**src/rtl/fadd_pkg.sv**
```systemverilog
// fadd_pkg: definitions shared by the FloatAdd adder path.
//   - KGP_* : 2-bit kill/generate/propagate carry codes used between
//             4-bit slices (00 = kill, 11 = generate, 01/10 = propagate).
//   - state_e : sequencer state encoding (IDLE / RUN / DONE).
//   - kgp_resolve : turns a slice carry-out code plus the carry that entered
//                   the slice into the actual carry bit.
package fadd_pkg;

    localparam logic [1:0] KGP_KILL  = 2'b00;
    localparam logic [1:0] KGP_GEN   = 2'b11;
    localparam logic [1:0] KGP_PROP0 = 2'b01;
    localparam logic [1:0] KGP_PROP1 = 2'b10;

    typedef enum logic [1:0] {
        IDLE = 2'd0,
        RUN  = 2'd1,
        DONE = 2'd2
    } state_e;

    function automatic logic kgp_resolve(input logic [1:0] code, input logic cin);
        logic c;
        case (code)
            KGP_KILL:  c = 1'b0;
            KGP_GEN:   c = 1'b1;
            KGP_PROP0: c = cin;
            KGP_PROP1: c = cin;
            default:   c = cin;
        endcase
        return c;
    endfunction

endpackage

```
**src/rtl/nibble_serial_add_ctrl.sv**
```systemverilog
// nibble_serial_add_ctrl: time-shares one external 4-bit adder slice to add
// or subtract two WIDTH-bit operands, one nibble per clock, LSB first. The
// carry between nibbles is threaded through the slice as a kill/generate code.
// One operation is in flight at a time.
//
// Ports:
//   clk, rst         rising-edge clock, synchronous active-high reset
//   in_valid/ready   request handshake; in_a, in_b, in_cin, in_sub sampled
//                    only on acceptance (in_cin ignored when in_sub=1)
//   out_valid/ready  result handshake; out_sum, out_cout, out_ovf held
//                    stable while out_valid=1 and out_ready=0
//   slice_a/b/kin    nibble operands and carry-in code to the slice
//   slice_sum/kout   combinational slice result and carry-out code
//
// WIDTH must be a multiple of 4 and at least 8. A request accepted on edge T
// produces out_valid after edge T+NIB.
module nibble_serial_add_ctrl
    import fadd_pkg::*;
#(
    parameter int WIDTH = 16
) (
    input  logic             clk,
    input  logic             rst,
    input  logic             in_valid,
    output logic             in_ready,
    input  logic [WIDTH-1:0] in_a,
    input  logic [WIDTH-1:0] in_b,
    input  logic             in_cin,
    input  logic             in_sub,
    output logic             out_valid,
    input  logic             out_ready,
    output logic [WIDTH-1:0] out_sum,
    output logic             out_cout,
    output logic             out_ovf,
    output logic [3:0]       slice_a,
    output logic [3:0]       slice_b,
    output logic [1:0]       slice_kin,
    input  logic [3:0]       slice_sum,
    input  logic [1:0]       slice_kout
);

    localparam int NIB   = WIDTH / 4;
    localparam int IDX_W = (NIB > 1) ? $clog2(NIB) : 1;
    localparam logic [IDX_W-1:0] IDX_LAST = IDX_W'(NIB - 1);

    state_e           state_q;
    logic [IDX_W-1:0] idx_q;
    logic             carry_q;
    logic [WIDTH-1:0] a_q;
    logic [WIDTH-1:0] b_q;     // already inverted for subtraction
    logic [WIDTH-1:0] res_q;
    logic             carry_d;

    assign carry_d = kgp_resolve(slice_kout, carry_q);

    always_ff @(posedge clk) begin
        if (rst) begin
            state_q <= IDLE;
            idx_q   <= '0;
            carry_q <= 1'b0;
            a_q     <= '0;
            b_q     <= '0;
            res_q   <= '0;
        end else begin
            case (state_q)
                IDLE: begin
                    if (in_valid) begin
                        a_q     <= in_a;
                        // Subtraction is A + ~B + 1: invert B and force carry-in.
                        b_q     <= in_sub ? ~in_b : in_b;
                        carry_q <= in_sub ? 1'b1 : in_cin;
                        idx_q   <= '0;
                        state_q <= RUN;
                    end
                end
                RUN: begin
                    res_q[4*idx_q +: 4] <= slice_sum;
                    carry_q             <= carry_d;
                    if (idx_q == IDX_LAST) begin
                        // idx stays parked at the last nibble; it is reloaded on acceptance.
                        state_q <= DONE;
                    end else begin
                        idx_q <= idx_q + IDX_W'(1);
                    end
                end
                DONE: begin
                    if (out_ready) begin
                        state_q <= IDLE;
                    end
                end
                default: state_q <= IDLE;
            endcase
        end
    end

    // in_ready is held low during reset even though state already reads IDLE.
    assign in_ready  = (state_q == IDLE) && !rst;
    assign out_valid = (state_q == DONE);

    // Result outputs are forced to zero outside DONE so no partial sum is visible.
    assign out_sum  = out_valid ? res_q : '0;
    assign out_cout = out_valid && carry_q;
    assign out_ovf  = out_valid && (a_q[WIDTH-1] == b_q[WIDTH-1])
                                && (res_q[WIDTH-1] != a_q[WIDTH-1]);

    always_comb begin
        slice_a   = 4'h0;
        slice_b   = 4'h0;
        slice_kin = KGP_KILL;
        if (state_q == RUN) begin
            slice_a   = a_q[4*idx_q +: 4];
            slice_b   = b_q[4*idx_q +: 4];
            slice_kin = carry_q ? KGP_GEN : KGP_KILL;
        end
    end

endmodule
```
**config.mk**
```make
export PLATFORM = sky130hd
export DESIGN_NAME = nibble_serial_add_ctrl
export DESIGN_NICKNAME = d
export VERILOG_FILES = /design/src/rtl/fadd_pkg.sv /design/src/rtl/nibble_serial_add_ctrl.sv
export SDC_FILE = /design/constraint.sdc
export NUM_CORES = 1
export LEC_CHECK = 0
export BUFFER_PORTS_ARGS = -buffer_cell sky130_fd_sc_hd__buf_2
export CAP_MARGIN = 20
export CORE_MARGIN = 5
export CORE_UTILIZATION = 44
export CTS_CLUSTER_DIAMETER = 200
export DETAILED_ROUTE_END_ITERATION = 10
export GPL_TIMING_DRIVEN = 0
export PLACE_DENSITY = 0.73
export SLEW_MARGIN = 20
export SYNTH_ARGS = -nofsm -noshare
export SYNTH_HDL_FRONTEND = slang
export SYNTH_SLANG_ARGS = --single-unit
```
**constraint.sdc**
```tcl
create_clock -name clk -period 3.2 [get_ports clk]
set_clock_uncertainty 0.05 [all_clocks]
set_input_delay 0.32 -clock clk [delete_from_list [all_inputs] [get_ports clk]]
set_output_delay 0.32 -clock clk [all_outputs]
set_load 0.02 [all_outputs]
```
==> flow_summary_export.csv <==
group,metric,value,unit
yosys,syn_avg_cell_area,8.80,um^2
worst_setup_path,slowest_stage,"mux4_2",
worst_setup_path,critPathKind,"flip-flop to primary output",
timing,finalSetupTns,0,ns
routing,wl_per_cell,13.7,um
timing,min_period,2.37,ns
final_layout,final_core_util,53.6,%
routing,routed_via_density,5.08,
floorplan,pin_count,74,
clock_tree,numCtsBuffers,5,
worst_setup_path,cp-end-kind,"primary output",
global_routing,antenna_found_initial,0,
floorplan,dieArea,0.00756,mm^2
global_routing,grt_max_degree,16,
yosys,yosysWarnings,0,
yosys,ys_ff_latch,53,
timing,rsz0062_at_grt,"false",
worst_setup_path,worst_path_most_repeated_cell,"buf_2",
yosys,yosysSeqAreaShare,40.7,%
floorplan,die_w,86.9,um
timing,fmax,422,MHz
yosys,synth-edff-count,0,
timing,setup_viol,0,
routing,totalWireLength,6.17,mm
routing,drcViolationCount,0,
clock_tree,clk_latency,0.30,ns
worst_hold_path,min_path_type,"primary input to flip-flop",
floorplan,die_y,86.9,um
floorplan,initial_core_util,44.5,%
timing,hold_violations,0,
routing,drtAntennaViolNets,0,
global_routing,grt_pass1_wl,10.2,mm
worst_setup_path,crit_chain,"buf_2 -> buf_4 -> mux4_2 -> and2_1 -> buf_2",
global_routing,grt_use_total,17.1,%
timing,slew_headroom,60.9,%
final_layout,fin_area,0.00314,mm^2
job,max_cap_violations,0,
power,power_density,419,mW/mm^2
power,p_leak,1.29,nW
routing,firstDrtPassIters,5,
routing,via_count,2288,
worst_setup_path,crit_buf_inv,3,
worst_setup_path,slowest_delay,0.50,ns
final_layout,num_antenna_cells,0,
yosys,ys.flop_type,"dfxtp_1",
place,port_buffers,71,
power,irDropWorstVdd,240,uV
yosys,yosysUniqueCellTypes,31,
clock_tree,cts_resized,0,
clock_tree,path_clk_slew,0.09,ns
floorplan,row_count,28,
place,dpl.hpwl,4.72,mm
clock_tree,htree_levels,2,
final_layout,nNetsFinal,424,
timing,finalCritPeriodShare,74.0,%
clock_tree,cts-root-buf,"clkbuf_8",
global_routing,grt_remaining_overflow,0,
clock_tree,hold_buffers,0,
timing,final_max_slew_viol_count,0,
final_layout,final_cell_mix,"buf_2 (78), dfxtp_1 (53), nand2_1 (45)",
final_layout,drive_above_1_share,26.1,%
global_routing,grt_pass1_vias,2234,
floorplan,coreArea,0.00585,mm^2
timing,tightestPinTransition,0.587,ns
clock_tree,cts_tree,"built",
worst_setup_path,required,2.83,ns
clock_tree,clk_path_buf_depth,2,
place,gp_congestion,0.820,
worst_setup_path,crit_arrival,2.00,ns
outcome,status,"finished, final reports clean",
routing,drt-initial-drc-count,100,
worst_setup_path,startpoint_type,"flip-flop",
yosys,synth_cells,296,
timing,timing.final.ws_setup,0.833,ns
yosys,syn_nets,346,
yosys,synth_area,0.00260,mm^2
clock_tree,clock_sinks,53,
place,pre_cts_ws,0.945,ns
worst_setup_path,cp_max_fo,10,
yosys,synthArstFlopShare,0,%
final_layout,layout_commonest_cell,"buf_2",
place,placed_area,0.00305,mm^2
clock_tree,cts_setup_buffers,0,
timing,hold_slack,0.204,ns
worst_setup_path,cpLargestDelayFamily,"buffers and inverters",
final_layout,areaGrowthSynthToFinish,20.4,%
==> flip-flops by register name (all words and copies together) (netlist names) <==
register  cells
state_q       2
a_q          16
b_q          16
idx_q         2
carry_q       1
res_q        16
==> layout make-up <==
| type | count | area (um^2) |
|---|---|---|
| buffer | 24 | 106 |
| clock buffer | 6 | 72.6 |
| clock inverter | 2 | 10.0 |
| fill | 560 | 2710 |
| inverter | 2 | 7.51 |
| multi-input combinational | 217 | 1430 |
| sequential | 53 | 1060 |
| tap | 75 | 93.8 |
| timing repair buffer | 71 | 355 |
==> layer usage <==
metal | part of all wire (%) | GRT usage (%) | routed length, um | vias to the layer above
li1 | - | - | - | 1174
met5 | 0 | 0 | 0 | -
met4 | 0.86 | 5.52 | 53 | 0
met1 | 45 | 21.3 | 2770 | 1049
met2 | 49 | 29.0 | 3010 | 61
met3 | 5.5 | 3.97 | 338 | 4
==> cell usage after synthesis, types with 2 or more instances <==
cell type / count / area share, %
xnor2_1: 16 / 5.4
buf_4: 2 / 0.58
mux4_2: 8 / 6.9
inv_1: 2 / 0.29
nand3_1: 13 / 2.5
buf_2: 7 / 1.3
nor3b_1: 2 / 0.58
ha_1: 6 / 2.9
and2_1: 26 / 6.2
dfxtp_1: 53 / 41
clkbuf_1: 15 / 2.2
a21oi_1: 32 / 6.1
o211ai_1: 2 / 0.58
and3b_1: 3 / 1.0
a211oi_1: 16 / 4.6
or3b_1: 2 / 0.67
a32oi_1: 4 / 1.3
nor4b_2: 2 / 1.2
nor2_1: 23 / 3.3
nand3b_1: 6 / 1.7
nand2b_1: 2 / 0.48
nand2_1: 45 / 6.5
==> worst min-delay path: stages <==
cell,delay [ns]
buf_2,0.09
nand2_1,0.05
a21oi_1,0.05
==> cells by family after synthesis <==
group,synth area share [%]
flip-flops,40.7
buffers and inverters,4.37
AO/OA/AOI/OAI,13.6
XOR/XNOR,5.38
adder cells (fa/ha/maj),2.88
multiplexers,6.92
AND/OR/NAND/NOR,26.1
==> path summary, 6_finish.rpt <==
check,cells past startpoint,from,slack (ns),to
max,5,idx_q[0],0.83,slice_b[1]
max reg2reg,6,idx_q[1],0.95,res_q[15]
min reg2reg,2,res_q[6],0.40,res_q[6]
min,3,in_a[12],0.20,a_q[12]
==> through the flow <==
step                cells  total power, mW
finish                450             1.31
global route          450             1.39
CTS                   450             1.32
detailed placement    442            0.968
global placement      442            0.963
floorplan             296            0.891
==> where the power goes <==
part           internal [mW]  total (mW)  switching, mW  leakage, nW
clock                  0.152       0.361          0.209       0.0450
combinational          0.106       0.234          0.128        0.808
sequential             0.698       0.719         0.0211        0.434
total                  0.956        1.31          0.358         1.29
(Power assumes the default switching activity.)
